==> config.mk <==
export PLATFORM = sky130hd
export DESIGN_NAME = iddr2_align_ctrl
export DESIGN_NICKNAME = d
export VERILOG_FILES = /design/src/rtl/iddr2_ctrl_pkg.sv /design/src/rtl/iddr2_pattern_det.sv /design/src/rtl/iddr2_align_ctrl.sv
export SDC_FILE = /design/constraint.sdc
export NUM_CORES = 1
export LEC_CHECK = 0
export CORE_MARGIN = 8
export CORE_UTILIZATION = 45
export DETAILED_ROUTE_END_ITERATION = 10
export PLACE_DENSITY = 0.8
export SLEW_MARGIN = 20
export SYNTH_ARGS = -nofsm -noshare
export SYNTH_HDL_FRONTEND = slang
export SYNTH_HIERARCHICAL = 1
export SYNTH_SLANG_ARGS = --single-unit
==> constraint.sdc <==
create_clock -name CLK -period 3.4 [get_ports CLK]
set_clock_uncertainty 0.2 [all_clocks]
set_input_delay 0.51 -clock CLK [delete_from_list [all_inputs] [get_ports CLK]]
set_output_delay 0.51 -clock CLK [all_outputs]
set_load 0.005 [all_outputs]
==> src/rtl/iddr2_ctrl_pkg.sv <==
// Shared definitions for the IDDR2 alignment controller.
//   state_t      : FSM state encoding, also exported on the STATE debug port
//   ORI_NORM/SWAP: candidate orientation (0 = Q0 early, 1 = Q1 early)
//   cnt_w()      : counter width for a count limit n ($clog2(n) + 1 bits)
package iddr2_ctrl_pkg;

  typedef enum logic [2:0] {
    ST_IDLE   = 3'd0,
    ST_RESET  = 3'd1,
    ST_FLUSH  = 3'd2,
    ST_HUNT   = 3'd3,
    ST_LOCKED = 3'd4,
    ST_FAIL   = 3'd5
  } state_t;

  localparam logic ORI_NORM = 1'b0;
  localparam logic ORI_SWAP = 1'b1;

  // The extra bit lets a counter hold the limit value itself without wrapping.
  function automatic int cnt_w(input int n);
    return $clog2(n) + 1;
  endfunction

endpackage

==> src/rtl/iddr2_pattern_det.sv <==
// Training-pattern detector for the IDDR2 bank.
// Classifies each sample as "normal" (Q0 all ones, Q1 all zeros), "swapped"
// (Q0 all zeros, Q1 all ones) or neither, and tracks how many consecutive
// samples of the same orientation have been seen.
// Ports:
//   clk, rst_n  : clock, asynchronous active-low reset
//   en          : count only while high; registers are cleared while low
//   q0, q1      : current IDDR2 sample, one bit per lane
//   match_done  : the current sample completes a run of MATCH_CNT matches
//   cand        : orientation of the run including the current sample
module iddr2_pattern_det
  import iddr2_ctrl_pkg::*;
#(
  parameter int WIDTH     = 8,
  parameter int MATCH_CNT = 16
) (
  input  logic             clk,
  input  logic             rst_n,
  input  logic             en,
  input  logic [WIDTH-1:0] q0,
  input  logic [WIDTH-1:0] q1,
  output logic             match_done,
  output logic             cand
);

  localparam int MW = cnt_w(MATCH_CNT);

  logic [MW-1:0] mcnt, mcnt_nxt;
  logic          cand_q, cand_nxt;
  logic          is_norm, is_swp, ori;

  assign is_norm = (&q0) & ~(|q1);
  assign is_swp  = ~(|q0) & (&q1);
  assign ori     = is_swp ? ORI_SWAP : ORI_NORM;

  always_comb begin
    mcnt_nxt = mcnt;
    cand_nxt = cand_q;
    if (!(is_norm || is_swp)) begin
      mcnt_nxt = '0;
    end else if ((mcnt == '0) || (ori != cand_q)) begin
      // A fresh run starts with this sample as its first match.
      mcnt_nxt = MW'(1);
      cand_nxt = ori;
    end else begin
      mcnt_nxt = mcnt + MW'(1);
    end
  end

  // Lock is decided on the updated count so the FSM leaves HUNT on the
  // same edge that registers the final matching sample.
  assign match_done = en && (mcnt_nxt == MW'(MATCH_CNT));
  assign cand       = cand_nxt;

  always_ff @(posedge clk or negedge rst_n) begin
    if (!rst_n) begin
      mcnt   <= '0;
      cand_q <= ORI_NORM;
    end else if (!en) begin
      mcnt   <= '0;
      cand_q <= ORI_NORM;
    end else begin
      mcnt   <= mcnt_nxt;
      cand_q <= cand_nxt;
    end
  end

endmodule

==> src/rtl/iddr2_align_ctrl.sv <==
// Sequencing and alignment controller for a bank of WIDTH IDDR2 primitives.
// Pulses the IDDR2 reset, enables capture, trains on a "10" pattern to pick
// the Q0/Q1 order and then streams aligned 2-bit-per-lane words.
// Ports:
//   CLK, RST_N   : clock (also IDDR2 C0), asynchronous active-low reset
//   START        : pulse; starts training from IDLE, LOCKED or FAIL
//   Q0, Q1       : IDDR2 outputs, one bit per lane
//   IDDR_CE      : clock enable to every IDDR2
//   IDDR_R       : synchronous reset to every IDDR2
//   DOUT         : [2i+1] = late sample, [2i] = early sample of lane i
//   DVALID       : DOUT valid
//   DREADY       : downstream ready
//   OVF          : sticky, a valid word was dropped
//   LOCKED, SWAP : alignment achieved, Q1 is the early sample
//   FAIL         : training timed out
//   STATE        : FSM state (debug)
// Handshake: a word transfers on an edge where DVALID & DREADY. The source
// cannot stall, so an edge with DVALID & ~DREADY loses that word and sets
// OVF; a new word is presented every LOCKED cycle regardless of DREADY.
module iddr2_align_ctrl
  import iddr2_ctrl_pkg::*;
#(
  parameter int WIDTH        = 8,
  parameter int RST_CYCLES   = 4,
  parameter int FLUSH_CYCLES = 2,
  parameter int MATCH_CNT    = 16,
  parameter int TIMEOUT      = 1024
) (
  input  logic               CLK,
  input  logic               RST_N,
  input  logic               START,
  input  logic [WIDTH-1:0]   Q0,
  input  logic [WIDTH-1:0]   Q1,
  output logic               IDDR_CE,
  output logic               IDDR_R,
  output logic [2*WIDTH-1:0] DOUT,
  output logic               DVALID,
  input  logic               DREADY,
  output logic               OVF,
  output logic               LOCKED,
  output logic               SWAP,
  output logic               FAIL,
  output logic [2:0]         STATE
);

  localparam int PW = cnt_w((RST_CYCLES > FLUSH_CYCLES) ? RST_CYCLES : FLUSH_CYCLES);
  localparam int TW = cnt_w(TIMEOUT);

  state_t              state;
  logic [PW-1:0]       pcnt;
  logic [TW-1:0]       tcnt;
  logic                match_done, det_cand, start_train;
  logic [2*WIDTH-1:0]  dout_nxt;

  assign STATE = state;

  // START is honoured only where training may (re)start.
  assign start_train = START &&
                       ((state == ST_IDLE) || (state == ST_LOCKED) || (state == ST_FAIL));

  iddr2_pattern_det #(
    .WIDTH     (WIDTH),
    .MATCH_CNT (MATCH_CNT)
  ) u_det (
    .clk        (CLK),
    .rst_n      (RST_N),
    .en         (state == ST_HUNT),
    .q0         (Q0),
    .q1         (Q1),
    .match_done (match_done),
    .cand       (det_cand)
  );

  always_comb begin
    dout_nxt = '0;
    for (int i = 0; i < WIDTH; i++) begin
      dout_nxt[2*i]   = SWAP ? Q1[i] : Q0[i];
      dout_nxt[2*i+1] = SWAP ? Q0[i] : Q1[i];
    end
  end

  always_ff @(posedge CLK or negedge RST_N) begin
    if (!RST_N) begin
      state   <= ST_IDLE;
      pcnt    <= '0;
      tcnt    <= '0;
      IDDR_CE <= 1'b0;
      IDDR_R  <= 1'b0;
      DOUT    <= '0;
      DVALID  <= 1'b0;
      OVF     <= 1'b0;
      LOCKED  <= 1'b0;
      SWAP    <= 1'b0;
      FAIL    <= 1'b0;
    end else begin
      DVALID <= 1'b0;
      if (DVALID && !DREADY) OVF <= 1'b1;

      if (start_train) begin
        state   <= ST_RESET;
        pcnt    <= '0;
        tcnt    <= '0;
        IDDR_R  <= 1'b1;
        IDDR_CE <= 1'b0;
        LOCKED  <= 1'b0;
        SWAP    <= 1'b0;
        FAIL    <= 1'b0;
        OVF     <= 1'b0;
      end else begin
        case (state)
          ST_RESET: begin
            if (pcnt == PW'(RST_CYCLES - 1)) begin
              state   <= ST_FLUSH;
              pcnt    <= '0;
              IDDR_R  <= 1'b0;
              IDDR_CE <= 1'b1;
            end else begin
              pcnt <= pcnt + PW'(1);
            end
          end
          ST_FLUSH: begin
            if (pcnt == PW'(FLUSH_CYCLES - 1)) begin
              state <= ST_HUNT;
              pcnt  <= '0;
              tcnt  <= '0;
            end else begin
              pcnt <= pcnt + PW'(1);
            end
          end
          ST_HUNT: begin
            // Lock takes priority over a timeout on the same cycle.
            if (match_done) begin
              state  <= ST_LOCKED;
              LOCKED <= 1'b1;
              SWAP   <= det_cand;
            end else if (tcnt == TW'(TIMEOUT - 1)) begin
              state   <= ST_FAIL;
              FAIL    <= 1'b1;
              IDDR_CE <= 1'b0;
            end else begin
              tcnt <= tcnt + TW'(1);
            end
          end
          ST_LOCKED: begin
            DOUT   <= dout_nxt;
            DVALID <= 1'b1;
          end
          ST_IDLE, ST_FAIL: begin
          end
          default: begin
            state   <= ST_IDLE;
            IDDR_CE <= 1'b0;
            IDDR_R  <= 1'b0;
          end
        endcase
      end
    end
  end

endmodule
==> flow_summary.ini <==
[cts]
tritoncts_num_sinks = 46
cts-buffers-inserted = 5
cts_setup_buffers = 0
cts-hold-fix-buffers = 0
worstSkewPairLatency_ps = 300
clk_root_buffer_cell = sky130_fd_sc_hd__clkbuf_8
clock_path_buffers = 2
clkSlewWorstSetupHoldPaths_ps = 90
ctsHtreeMaxLevel = 2
cts_repair_resize_count = 0
clock_tree_from_tritoncts = built

[critical_path]
critical_path_start_type = input pin
worst-endpoint-required_ps = 3390
worstSetupPathType = input pin to flop
r2r_setup_slack_ps = 620
cp.arrival_ps = 3100
timing.critical_path.to_type = flop
critical_path.max_fanout = 10

[synthesis]
synth_async_sr_flop_share_pct = 100
synth_ff_type = sky130_fd_sc_hd__dfrtp_1
total_of_flip_flops_plus_latches_after_synthesis = 46
synth.lib_cells_used.distinct = 56
synthesis.instances = 285
ys.warnings.count = 6
synth_area_per_cell_um2 = 9.49
synth.net_count = 313
synth_sequential_area_ratio_pct = 42.6
number_of_enable_flip_flop_cells_after_synthesis = 0
syn_area_um2 = 2710

[global_route]
grt.overflow.total = 0
tot_gr_track_use_pct = 15.3
antenna_found_initial = 0
first_global_vias = 2459
grt_pass1_wl_um = 11000
largest_net_degree_at_the_start_of_global_routing = 47

[cells_and_area]
final_nets = 374
number_of_diodes_added_for_antenna_fixing = 0
post_route_cells_drive_above_1_share_pct = 14.4
area_growth_syn_to_layout_pct = 26.4
final_core_occ_pct = 58.4

[routing]
antenna_left = 0
drt_iter0_markers = 168
detail_route.wirelength_um = 6460
drc = 0
viasPerCell = 5.57
vias = 2352
wire_per_inst_um = 15.3
drtPass1Iterations = 4

[place]
io_buffers = 45
dp_hpwl_um = 4900
gp_congestion = 0.806
pre_cts_ws_ps = -56.2

[power]
cellInternalPower_mw = 1.28
p_seq_share_pct = 39.6
static-leakage-power_nw = 1.37
switchingPower_mw = 0.724
power.share.switching_pct = 36.1
power.share.combinational_pct = 43.9
power_per_cell_area_nw_per_um2 = 588
share_clk_of_total_power_pct = 16.5
vdd.ir_drop.worst_uv = 425

[floorplan]
fp-row-count = 28
die_w_um = 93.5
start_util_pct = 46.2
die_area_um2 = 8750
core_region_area_um2 = 5850
chipHeight_um = 93.5
io_pins = 46

[timing]
relSlewSlack_pct = 61.3
worst_pin_slew_ps = 580
fin_crit_sh_pct = 91.6
slew_viol_final = 0
clock.fmax_mhz = 321
timing.final.ws_setup_ps = 285
final.hold.worst_slack_ps = 1.66
hold_fails_final_rpt = 0
rsz_0062_raised_after_global_routing = no
finalWorstPathRequiredPeriod_ps = 3120
setup_viol = 0

[min_path]
worst_hold_path_type = input pin to async pin

[run]
maxCapViolCount = 0

[status]
result_of_the_run = finished, final reports clean
==> registers in the layout, summed over array words and instances (netlist names) <==
name and cells:
DOUT 16, IDDR_CE 1, LOCKED 1, STATE 3, DVALID 1, u_det/cand_q 1
IDDR_R 1, OVF 1, FAIL 1, tcnt 11, pcnt 3, u_det/mcnt 5
SWAP 1
==> per-stage QoR <==
stage / power (mW) / setup TNS, ps / cells / cell area [µm²]
6_report: 2.01 / 0 / 422 / 3420
5_1_grt: 2.16 / 0 / 422 / 3420
4_1_cts: 2.03 / 0 / 422 / 3420
3_5_place_dp: 1.69 / -239 / 414 / 3330
3_3_place_gp: 1.67 / 0 / 414 / 3330
2_1_floorplan: 1.26 / 0 / 285 / 2710
==> metal layers <==
layer | GRT usage (%) | part of all wire (%) | up-vias
met5 | 0 | 0 | -
met1 | 17.5 | 42 | 1129
met4 | 5.02 | 0.36 | 0
li1 | - | - | 1154
met2 | 26.7 | 51 | 67
met3 | 4.57 | 6.5 | 2
==> cells in the mapped netlist, drive strengths merged, types with 3 or more instances <==
cell,instances,area (µm²)
and2,3,20.0
nor3,13,70.1
nor2,29,109
nand2,19,81.3
mux2i,19,194
o21ai,16,80.1
nand2b,5,41.3
o21ba,3,30.0
o22ai,3,32.5
or4,5,45.0
a22oi,3,22.5
nor2b,3,18.8
clkbuf,3,21.3
nand4,5,31.3
buf,10,65.1
inv,13,48.8
a21oi,39,195
ha,8,100
nand3,11,55.1
xor2,3,26.3
dfrtp,46,1150
==> cell families after synthesis <==
family	count (synthesis)	share of synthesized area (%)
xor+xnor	3	0.972
mux	19	7.17
simple gates	102	21.4
fa+ha+maj	8	3.70
flops	46	42.6
compound gates	81	19.2
buf+inv	26	5.00
==> layout make-up <==
type	count	area (µm²)
Clock buffer	6	72.6
Fill cell	500	2430
Multi-Input combinational cell	213	1430
Sequential cell	46	1150
Tap cell	75	93.8
Inverter	13	48.8
Timing Repair Buffer	67	613
Clock inverter	2	13.8
==> worst max-delay path: stages <==
cell	delay, ps
sky130_fd_sc_hd__clkdlybuf4s50_1	430
sky130_fd_sc_hd__or4_4	550
sky130_fd_sc_hd__nor4_4	340
sky130_fd_sc_hd__mux2i_2	150
sky130_fd_sc_hd__a2111oi_2	300
sky130_fd_sc_hd__buf_4	210
sky130_fd_sc_hd__a41oi_4	70
sky130_fd_sc_hd__and2_1	290
sky130_fd_sc_hd__a21oi_1	160
sky130_fd_sc_hd__mux2i_1	90
==> worst paths after layout <==
path / from / end / depth (start not counted)
max: Q1[1] / tcnt[6] / 10
min: RST_N / DOUT[10] / 1
max reg2reg: u_det/mcnt[0] / tcnt[6] / 9
min reg2reg: IDDR_CE / IDDR_CE / 1
max in group asynchronous: RST_N / tcnt[0] / 1
min in group CLK: IDDR_CE / IDDR_CE / 1
==> layout by cell type (no fill, tap or decap), drive strengths merged, types with 5 or more instances in the layout <==
cell	synthesis	final
or4	5	5
ha	8	8
nor3	13	13
dfrtp	46	46
a21oi	39	39
nand2	19	19
clkdlybuf4s50	0	44
buf	10	23
clkbuf	3	6
inv	13	13
nand3	11	11
nand4	5	5
nor2	29	29
o21ai	16	16
mux2i	19	19
nand2b	5	5
==> power groups by stage <==
stage / Sequential [mW] / Combinational [mW] / Clock (mW)
final: 0.795 / 0.883 / 0.331
after CTS: 0.795 / 0.894 / 0.343
after global placement: 0.800 / 0.868 / 0
after floorplan: 0.792 / 0.471 / 0
after global routing: 0.813 / 0.983 / 0.360
after detailed placement: 0.802 / 0.892 / 0
Note: power is estimated with default switching activity, not from simulation.
